[config.mk]
export PLATFORM = sky130hd
export DESIGN_NAME = move_repeat_gen_flat
export DESIGN_NICKNAME = d
export VERILOG_FILES = /design/src/rtl/move_repeat_pkg.sv /design/src/rtl/move_repeat_gen_if.sv /design/src/rtl/move_repeat_ch.sv /design/src/rtl/move_repeat_gen.sv /design/src/flat_wrapper.sv
export SDC_FILE = /design/constraint.sdc
export NUM_CORES = 1
export LEC_CHECK = 0
export CAP_MARGIN = 20
export CORE_ASPECT_RATIO = 1.4
export CORE_MARGIN = 2
export CORE_UTILIZATION = 45
export DETAILED_ROUTE_END_ITERATION = 10
export HOLD_SLACK_MARGIN = 0.06
export PLACE_DENSITY_LB_ADDON = 0.15
export SYNTH_ARGS = -nofsm -noshare
export SYNTH_HDL_FRONTEND = slang
export SYNTH_HIERARCHICAL = 1
export SYNTH_SLANG_ARGS = --single-unit
[constraint.sdc]
create_clock -name clk -period 6.9 [get_ports clk]
set_clock_uncertainty 0.05 [all_clocks]
set_input_delay 1.38 -clock clk [delete_from_list [all_inputs] [get_ports clk]]
set_output_delay 1.38 -clock clk [all_outputs]
set_load 0.02 [all_outputs]
[src/rtl/move_repeat_pkg.sv]
// Shared types and helpers for the button-to-movement repeat generator.
// Latency: n/a (declarations only).
// Backpressure: n/a.
package move_repeat_pkg;

  // Per-channel auto-repeat phases.
  typedef enum logic [1:0] {
    IDLE  = 2'd0,
    DELAY = 2'd1,
    SLOW  = 2'd2,
    FAST  = 2'd3
  } state_t;

  // Width needed to count 0..x-1, never less than one bit.
  function automatic int CW(input int x);
    return (x < 2) ? 1 : $clog2(x);
  endfunction

endpackage

[src/rtl/move_repeat_gen_if.sv]
// Button levels in, step/fast/tick pulses out for the repeat generator.
// Latency: n/a (wires only).
// Backpressure: none; all signals are level or single-cycle strobes.
interface move_repeat_gen_if #(
  parameter int NUM_CH = 4
);
  logic              en;
  logic [NUM_CH-1:0] btn;
  logic [NUM_CH-1:0] step;
  logic [NUM_CH-1:0] fast;
  logic              tick;

  // master drives the buttons (debounce side), slave is the generator
  modport master (output en, output btn, input step, input fast, input tick);
  modport slave  (input en, input btn, output step, output fast, output tick);
endinterface

[src/rtl/move_repeat_ch.sv]
// One button channel: press step, hold delay, slow repeat, then fast repeat.
// Latency: 1 cycle from press or qualifying tick to registered step.
// Backpressure: none; release (go low) aborts to IDLE and beats any step.
module move_repeat_ch
  import move_repeat_pkg::*;
#(
  parameter int DELAY_TICKS = 15,
  parameter int SLOW_DIV    = 4,
  parameter int ACCEL_STEPS = 8,
  parameter int FAST_DIV    = 1
) (
  input  logic clk,
  input  logic reset,
  input  logic go,      // button held and block enabled
  input  logic tick,    // prescaler strobe, same cycle the top registers its tick
  output logic step,
  output logic fast
);

  localparam int TMAX_DS = (DELAY_TICKS > SLOW_DIV) ? DELAY_TICKS : SLOW_DIV;
  localparam int TMAX    = (TMAX_DS > FAST_DIV) ? TMAX_DS : FAST_DIV;
  localparam int TCW     = CW(TMAX);
  localparam int SCW     = CW(ACCEL_STEPS);

  localparam logic [TCW-1:0] DLY_LAST  = TCW'(DELAY_TICKS - 1);
  localparam logic [TCW-1:0] SLOW_LAST = TCW'(SLOW_DIV - 1);
  localparam logic [TCW-1:0] FAST_LAST = TCW'(FAST_DIV - 1);
  localparam logic [SCW-1:0] ACC_LAST  = SCW'(ACCEL_STEPS - 1);

  state_t         state, state_nxt;
  logic [TCW-1:0] tc, tc_nxt;
  logic [SCW-1:0] sc, sc_nxt;
  logic           at_last;
  logic           step_nxt, fast_nxt;

  // Tick counter has reached the period of the current phase.
  always_comb begin
    at_last = 1'b0;
    case (state)
      DELAY:   at_last = (tc == DLY_LAST);
      SLOW:    at_last = (tc == SLOW_LAST);
      FAST:    at_last = (tc == FAST_LAST);
      default: at_last = 1'b0;
    endcase
  end

  // State, counters and registered outputs.
  always_ff @(posedge clk) begin
    if (reset) begin
      state <= IDLE;
      tc    <= '0;
      sc    <= '0;
      step  <= 1'b0;
      fast  <= 1'b0;
    end else begin
      state <= state_nxt;
      tc    <= tc_nxt;
      sc    <= sc_nxt;
      step  <= step_nxt;
      fast  <= fast_nxt;
    end
  end

  // Next phase and counter values; release always returns to IDLE.
  always_comb begin
    state_nxt = state;
    tc_nxt    = tc;
    sc_nxt    = sc;
    if (!go) begin
      state_nxt = IDLE;
      tc_nxt    = '0;
      sc_nxt    = '0;
    end else begin
      case (state)
        IDLE: begin
          state_nxt = DELAY;
          tc_nxt    = '0;
          sc_nxt    = '0;
        end
        DELAY: if (tick) begin
          if (at_last) begin
            state_nxt = SLOW;
            tc_nxt    = '0;
            sc_nxt    = '0;
          end else begin
            tc_nxt = tc + TCW'(1);
          end
        end
        SLOW: if (tick) begin
          if (at_last) begin
            tc_nxt = '0;
            if (sc == ACC_LAST) begin
              state_nxt = FAST;
              sc_nxt    = '0;
            end else begin
              sc_nxt = sc + SCW'(1);
            end
          end else begin
            tc_nxt = tc + TCW'(1);
          end
        end
        FAST: if (tick) begin
          tc_nxt = at_last ? '0 : tc + TCW'(1);
        end
        default: state_nxt = IDLE;
      endcase
    end
  end

  // Step on a fresh press or at the end of each phase period; fast mirrors the next state.
  always_comb begin
    step_nxt = go && ((state == IDLE) || (tick && at_last));
    fast_nxt = (state_nxt == FAST);
  end

endmodule

[src/rtl/move_repeat_gen.sv]
// Shared game-tick prescaler feeding NUM_CH independent auto-repeat channels.
// Latency: 1 cycle press->step and tick->step; tick and its steps align.
// Backpressure: none; en low forces every channel idle, prescaler keeps running.
module move_repeat_gen
  import move_repeat_pkg::*;
#(
  parameter int CLK_HZ      = 100000000,
  parameter int TICK_HZ     = 60,
  parameter int NUM_CH      = 4,
  parameter int DELAY_TICKS = 15,
  parameter int SLOW_DIV    = 4,
  parameter int ACCEL_STEPS = 8,
  parameter int FAST_DIV    = 1
) (
  input  logic             clk,
  input  logic             reset,
  move_repeat_gen_if.slave bus
);

  localparam int TICK_DIV = CLK_HZ / TICK_HZ;
  localparam int PCW      = CW(TICK_DIV);
  localparam logic [PCW-1:0] PCNT_LAST = PCW'(TICK_DIV - 1);

  logic [PCW-1:0]    pcnt;
  logic              tick_pre;
  logic              tick_q;
  logic [NUM_CH-1:0] step_v;
  logic [NUM_CH-1:0] fast_v;

  assign tick_pre = (pcnt == PCNT_LAST);

  // Free-running prescaler; tick is registered so it lines up with channel steps.
  always_ff @(posedge clk) begin
    if (reset) begin
      pcnt   <= '0;
      tick_q <= 1'b0;
    end else begin
      pcnt   <= tick_pre ? '0 : pcnt + PCW'(1);
      tick_q <= tick_pre;
    end
  end

  for (genvar i = 0; i < NUM_CH; i++) begin : g_ch
    move_repeat_ch #(
      .DELAY_TICKS (DELAY_TICKS),
      .SLOW_DIV    (SLOW_DIV),
      .ACCEL_STEPS (ACCEL_STEPS),
      .FAST_DIV    (FAST_DIV)
    ) u_ch (
      .clk   (clk),
      .reset (reset),
      .go    (bus.en & bus.btn[i]),
      .tick  (tick_pre),
      .step  (step_v[i]),
      .fast  (fast_v[i])
    );
  end

  assign bus.step = step_v;
  assign bus.fast = fast_v;
  assign bus.tick = tick_q;

endmodule

[src/flat_wrapper.sv]
// flat-port wrapper written by rule: the top's interface ports become plain ports
module move_repeat_gen_flat import move_repeat_pkg::*;
#(
  parameter int CLK_HZ      = 100000000,
  parameter int TICK_HZ     = 60,
  parameter int NUM_CH      = 4,
  parameter int DELAY_TICKS = 15,
  parameter int SLOW_DIV    = 4,
  parameter int ACCEL_STEPS = 8,
  parameter int FAST_DIV    = 1
)
  (clk, reset, bus_en, bus_btn, bus_step, bus_fast, bus_tick);
  move_repeat_gen_if #(.NUM_CH(NUM_CH)) bus_i ();
  input  logic clk;
  input  logic reset;
  input wire logic [$bits(bus_i.en)-1:0] bus_en;
  input wire logic [$bits(bus_i.btn)-1:0] bus_btn;
  output wire logic [$bits(bus_i.step)-1:0] bus_step;
  output wire logic [$bits(bus_i.fast)-1:0] bus_fast;
  output wire logic [$bits(bus_i.tick)-1:0] bus_tick;
  assign bus_i.en = bus_en;
  assign bus_i.btn = bus_btn;
  assign bus_step = bus_i.step;
  assign bus_fast = bus_i.fast;
  assign bus_tick = bus_i.tick;
  move_repeat_gen #(.CLK_HZ(CLK_HZ), .TICK_HZ(TICK_HZ), .NUM_CH(NUM_CH), .DELAY_TICKS(DELAY_TICKS), .SLOW_DIV(SLOW_DIV), .ACCEL_STEPS(ACCEL_STEPS), .FAST_DIV(FAST_DIV)) u_core (.clk(clk), .reset(reset), .bus(bus_i));
endmodule
==> results.tsv, run 1 <==
metric	value	unit
Clk Latency, worst-skew pair	0.33	ns
Net Switching	0.0001813	W
worst hold path class	register to register	
WS Path Type	input pin to register	
max-slew violations	0	
ys async rst share	0	
reg-to-reg slack, setup	4.33	ns
clk sinks	66	
Max VDD drop	0.1225	mV
final critical-path required period	2.715	ns
CTS tree	done	
Synth area leader	dfxtp_1	
Cells after Synth	424	
Site Rows	40	
Die Footprint	0.009452	mm2
Rel. slew slack	0.6890	
Sw Ratio	0.2162	
Avg Cell Area, Syn	9.213	um2
ranking of synthesized cells by area	dfxtp_1 34%, ha_1 12%, nor2_1 5.0%, nand2_1 3.9%, nand3_1 3.7%	
Power Density	188.6	mW/mm2
status	finished clean	
hold path start	u_core/g_ch[2].u_ch/sc[2]$_SDFFE_PP0P_	
PortBufs	15	
antenna fix cells	0	
Worst-Margin Slew	0.4653	ns
largest net degree at the start of global routing	29	
starting DRC count in detailed routing	114	
FF-to-FF End	u_core/g_ch[0].u_ch/fast$_SDFF_PP0_	
startpoint types	input pin	
Starting Density	0.4591	
CTS buffer count	9	
Root Buffer	clkbuf_16	
gpl congestion	0.7963	
Internal	0.0006574	W
CTS Hold Bufs	0	
core area	0.008508	mm2
Syn-to-layout area delta	13.84	%
CTS resizes	0	
worst r2r src	u_core/pcnt[0]$_SDFF_PP0_	
WL/cell	14.09	um
final WL	7.863	mm
WHS	0.4244	ns
Finished Layout Cells	558	
drt via density	5.608	
ratio of cells with drive above 1 in the final layout	0.1457	
Setup WS pre-CTS	3.847	ns
DP Cell Count	543	
most common library cells after synthesis	66 x dfxtp_1, 52 x nor2_1, 41 x nand2_1	
#FFs+latches synth	66	
clk buf depth	2	
unrepaired setup endpoints after global routing	false	
Final Cycle Share	0.3935	
Post-synth EDFFs	0	
Fmax achieved	368.3	MHz
Max Cap Viol	0	
Clk pwr share	0.500	
number of distinct library cells after synthesis	50	
Comb pwr share	0.037	
endpoints failing setup	0	
I/O pin total	16	
Ys Warns	6	
Pleak	1.670	nW
Util after Layout	0.5226	
die width	82.74	um
vias in the first global route	2955	
mapped cell area	0.003906	mm2
hold worst-path end	u_core/g_ch[2].u_ch/sc[2]$_SDFFE_PP0P_	
ANT nets after route	0	
first-pass GRT wire length	13.34	mm
initial antenna violation count	0	
DR pass1 iterations	5	
Hold Path Stages	2	
H-tree depth	3	
register area share after synthesis	0.3382	
post-detail-place hpwl	5.686	mm
total grt overflow	0	
clock transition at the registers of the reported paths	0.05	ns
Yosys top cell area share	0.3382	
Fin. Hold Viols	0	
setup TNS	0	ns
vias	3129	
GRT Total Usage	0.1836	
required time worst endpoint	7.09	ns
Syn Nets	469	
post-CTS setup buffers	0	
Reg2Reg Depth	10	
top-count cell post-synth	dfxtp_1	
Crit Path Max Fanout	6	
# nets final	494	
Worst Path Arrival	2.90	ns
ys flop type	dfxtp_1	
post-route setup slack	4.185	ns
Worst setup EP type	register	
DRC	0	
die height	114.2	um
register share of total power	0.463	
[power groups by stage]
stage / sequential [W] / clock, W / combinational [W]
after floorplan: 0.000397 / 0 / 0.0000196
after global placement: 0.000397 / 0 / 0.0000311
after detailed placement: 0.000397 / 0 / 0.0000309
after CTS: 0.000388 / 0.000432 / 0.0000311
after global routing: 0.000389 / 0.000447 / 0.0000345
final: 0.000389 / 0.000419 / 0.0000307
[how the worst max path moves through the flow]
stage,from,end,slack [ns],cells after the start
5_1_grt,reset,u_core/g_ch[1].u_ch/tc[3]$_SDFFE_PP0P_,4.05,4
4_1_cts,u_core/g_ch[2].u_ch/fast$_SDFF_PP0_,bus_fast[2],4.18,1
2_1_floorplan,u_core/pcnt[0]$_SDFF_PP0_,u_core/g_ch[0].u_ch/fast$_SDFF_PP0_,4.01,9
3_5_place_dp,bus_en,u_core/g_ch[2].u_ch/tc[3]$_SDFFE_PP0P_,3.85,5
6_report,bus_en,u_core/g_ch[2].u_ch/tc[3]$_SDFFE_PP0P_,4.18,5
3_3_place_gp,bus_en,u_core/g_ch[2].u_ch/tc[3]$_SDFFE_PP0P_,3.87,5
[cells in the final DEF, fill, tap and decap left out, drive strengths merged, types with 6 or more instances in the layout]
cell / count
xnor2: 11
a311oi: 8
nor2: 52
inv: 28
nand4: 6
and2: 9
clkbuf: 12
dfxtp: 66
a21oi: 24
nor2b: 8
nand2: 41
ha: 38
nand3: 30
clkdlybuf4s50: 15
o21ai: 8
nor3: 11
mux2i: 9
and4bb: 10
[flip-flops by register name, indices dropped and copies added (netlist names)]
register and flops:
u_core/pcnt 21, u_core/g_ch.u_ch/state 8, u_core/g_ch.u_ch/step 4, u_core/g_ch.u_ch/fast 4, u_core/bus.tick 1, u_core/g_ch.u_ch/tc 16
u_core/g_ch.u_ch/sc 12
[metrics by stage]
stage,area (um2),total power [W]
4_1_cts,4447,0.0008511
3_3_place_gp,4175,0.0004277
5_1_grt,4447,0.0008706
2_1_floorplan,3906,0.0004167
6_report,4447,0.0008388
3_5_place_dp,4175,0.0004276
[critical path, cell delays in order]
cell             delay (ns)
clkdlybuf4s50_1        0.53
and2_1                 0.18
nor2b_1                0.37
nand2_1                0.21
a311oi_1               0.23
[cell type report]
type | count | area [um2]
Tap cell | 105 | 131.4
Timing Repair Buffer | 16 | 157.7
Fill cell | 788 | 4061
Clock inverter | 3 | 15.01
Inverter | 28 | 105.1
Sequential cell | 66 | 1321
Multi-Input combinational cell | 328 | 2460
Clock buffer | 12 | 256.5
[metal layers]
layer  vias up  part of all wire  routed length (um)  track usage
met5         -                 0                   0            0
met4         0             0.023                 184      0.07978
met3        15             0.028                 217      0.04732
met2        54              0.52                4105       0.3242
met1      1487              0.43                3356       0.2022
li1       1573                 -                   -            -
[logic make-up after synthesis]
family                   synth area share
buffers and inverters             0.03267
multiplexers                      0.02306
AND/OR/NAND/NOR                    0.2912
AO/OA/AOI/OAI                      0.1595
adder cells (fa/ha/maj)            0.1217
flip-flops                         0.3382
XOR/XNOR                          0.03363
Note: power is estimated with default switching activity, not from simulation.
==> inputs of run 2 (changes only) <==
==> constraint.sdc (replaced) <==
create_clock -name clk -period 2.7 [get_ports clk]
set_clock_uncertainty 0.05 [all_clocks]
set_input_delay 0.54 -clock clk [delete_from_list [all_inputs] [get_ports clk]]
set_output_delay 0.54 -clock clk [all_outputs]
set_load 0.02 [all_outputs]
==> run 2 against run 1 <==
- die area did not move
- count of clock-buffer cells in the layout rose by 2
- hold slack got worse by 0.0064 ns
- clock power rose to 2.8 times the previous value
- non-clock buffer count did not move
- routed wire length fell by 0.69%
- sequential share of layout area fell by 0.27 points
- worst setup slack got worse by 3.9 ns
- register-to-register slack got worse by 4.0 ns
- sequential power rose to 2.6 times the previous value
==> results.tsv, run 2 (same netlist as run 1, synthesis figures left out) <==
metric	value	unit	change
Max Cap Viol	0		unchanged
vias	3083		was 3129
largest registers	u_core/pcnt: 21 flops, u_core/g_ch.u_ch/tc: 16 flops, u_core/g_ch.u_ch/sc: 12 flops		unchanged
final critical-path required period	2.391	ns	
most frequent cells in the layout	66 x dfxtp_1, 51 x nor2_1, 41 x nand2_1, 38 x ha_1, 29 x nand3_1		unchanged
core area	0.008508	mm2	unchanged
PortBufs	15		unchanged
Largest register FFs	21		unchanged
Power Density	497.9	mW/mm2	was 188.6 mW/mm2
hold path start	u_core/g_ch[3].u_ch/sc[2]$_SDFFE_PP0P_		was u_core/g_ch[2].u_ch/sc[2]$_SDFFE_PP0P_
Final Cycle Share	0.8855		
hold worst-path end	u_core/g_ch[3].u_ch/sc[2]$_SDFFE_PP0P_		was u_core/g_ch[2].u_ch/sc[2]$_SDFFE_PP0P_
post-detail-place hpwl	5.757	mm	was 5.686 mm
Hold Path Stages	2		unchanged
Crit Path Max Fanout	28		was 6
DR pass1 iterations	4		was 5
# nets final	494		unchanged
DRC	0		unchanged
post-route setup slack	0.3090	ns	was 4.185 ns
worst hold path class	register to register		unchanged
first-pass GRT wire length	13.28	mm	was 13.34 mm
Worst setup EP type	register		unchanged
Biggest register	u_core/pcnt		unchanged
CTS tree	done		unchanged
Syn-to-layout area delta	14.86	%	was 13.84%
status	finished clean		unchanged
FF+latch area	0.001321	mm2	unchanged
ratio of cells with drive above 1 in the final layout	0.1432		was 0.1457
clock transition at the registers of the reported paths	0.05	ns	about the same
clk buf depth	2		unchanged
WS Path Type	register to register		was input pin to register
leading cell type in the layout, fill and taps excluded	dfxtp_1		unchanged
Setup WS pre-CTS	0.3272	ns	was 3.847 ns
starting DRC count in detailed routing	180		was 114
Worst-Margin Slew	0.5156	ns	was 0.4653 ns
Clk Latency, worst-skew pair	0.32	ns	was 0.33 ns
worst r2r src	u_core/pcnt[0]$_SDFF_PP0_		unchanged
gpl congestion	0.8530		was 0.7963
Die Footprint	0.009452	mm2	unchanged
startpoint types	register		was input pin
setup TNS	0	ns	unchanged
antenna fix cells	0		unchanged
CTS Hold Bufs	0		unchanged
ANT nets after route	0		unchanged
Reg2Reg Depth	10		unchanged
FF-to-FF End	u_core/g_ch[2].u_ch/fast$_SDFF_PP0_		was u_core/g_ch[0].u_ch/fast$_SDFF_PP0_
initial antenna violation count	0		unchanged
Pleak	1.681	nW	was 1.670 nW
vias in the first global route	2986		was 2955
CP startpoint	u_core/pcnt[0]$_SDFF_PP0_		was bus_en
endpoints failing setup	0		unchanged
H-tree depth	3		unchanged
# fillers	811		was 788
Starting Density	0.4591		unchanged
multi-input logic area	0.002460	mm2	unchanged
final WL	7.809	mm	was 7.863 mm
reg-to-reg slack, setup	0.31	ns	was 4.33 ns
clk sinks	66		unchanged
Fin. Hold Viols	0		unchanged
Rel. slew slack	0.6552		was 0.6890
WHS	0.4180	ns	was 0.4244 ns
WL/cell	13.97	um	was 14.09 um
Worst Path Arrival	2.54	ns	was 2.90 ns
Max VDD drop	0.2934	mV	was 0.1225 mV
CTS resizes	0		unchanged
max-slew violations	0		unchanged
largest net degree at the start of global routing	29		unchanged
Site Rows	40		unchanged
CTS buffer count	9		unchanged
die width	82.74	um	unchanged
Root Buffer	clkbuf_16		unchanged
unrepaired setup endpoints after global routing	false		unchanged
required time worst endpoint	2.85	ns	was 7.09 ns
I/O pin total	16		unchanged
die height	114.2	um	unchanged
GRT Total Usage	0.1808		was 0.1836
Fmax achieved	418.2	MHz	
post-CTS setup buffers	0		unchanged
drt via density	5.515		was 5.608
total grt overflow	0		unchanged
## run 2: worst max-delay path, cell delays in order, from the launching register on
cell,delay [ns]
dfxtp_1,0.41
ha_1,0.18
and4b_1,0.21
nand4_2,0.17
nor2_2,0.20
buf_12,0.19
inv_1,0.10
a211oi_1,0.21
o22ai_1,0.13
a311oi_2,0.34
nor3_2,0.08
## run 2: metal layers
metal | GRT usage | vias up | routed length [um]
met1 | 0.2155 | 1465 | 3479
met4 | 0.07432 | 0 | 136
li1 | - | 1570 | -
met5 | 0 | - | 0
met2 | 0.3118 | 35 | 4035
met3 | 0.03470 | 13 | 158
## run 2: metrics by stage
| stage | power, W | instances | cell area (um2) | util |
|---|---|---|---|---|
| 6_report | 0.002234 | 559 | 4487 | 0.5274 |
| 5_1_grt | 0.002319 | 559 | 4487 | 0.5274 |
| 4_1_cts | 0.002270 | 559 | 4487 | 0.5274 |
| 3_5_place_dp | 0.001095 | 543 | 4188 | 0.4922 |
| 3_3_place_gp | 0.001093 | 543 | 4188 | 0.4922 |
| 2_1_floorplan | 0.001065 | 424 | 3909 | - |
## run 2: report_power, final
part | total [W] | switching (W) | internal, W
combinational | 0.0000803 | 0.0000444 | 0.0000360
sequential | 0.000993 | 0.00000955 | 0.000984
clock | 0.00116 | 0.000396 | 0.000764
total | 0.00223 | 0.000450 | 0.00178
## run 2: cell type report
class                   count  area share
clock inverters             2    0.007808
multi-input cells         328      0.5482
flip-flops and latches     66      0.2945
inverters                  28     0.02342
clock buffers              14     0.05884
well taps                 105     0.02928
repair buffers             16     0.03793
## run 2: worst max-delay path by stage
stage | slack (ns) | to | cells past startpoint
finish | 0.31 | u_core/g_ch[2].u_ch/fast$_SDFF_PP0_ | 10
global route | 0.1 | u_core/g_ch[0].u_ch/fast$_SDFF_PP0_ | 10
CTS | 0.32 | u_core/g_ch[2].u_ch/fast$_SDFF_PP0_ | 10
detailed placement | 0.33 | u_core/g_ch[2].u_ch/fast$_SDFF_PP0_ | 10
global placement | 0.42 | u_core/g_ch[3].u_ch/fast$_SDFF_PP0_ | 10
floorplan | 0.15 | u_core/g_ch[0].u_ch/fast$_SDFF_PP0_ | 9
==> inputs of run 3 (changes only) <==
--- a/config.mk
+++ b/config.mk
@@ -5,6 +5,7 @@
 export SDC_FILE = /design/constraint.sdc
 export NUM_CORES = 1
 export LEC_CHECK = 0
+export ABC_CLOCK_PERIOD_IN_PS = 2700
 export CAP_MARGIN = 20
 export CORE_ASPECT_RATIO = 1.4
 export CORE_MARGIN = 2
==> results of run 3 <==
Same layout as run 2: the final DEF is identical, and so are final timing and power.
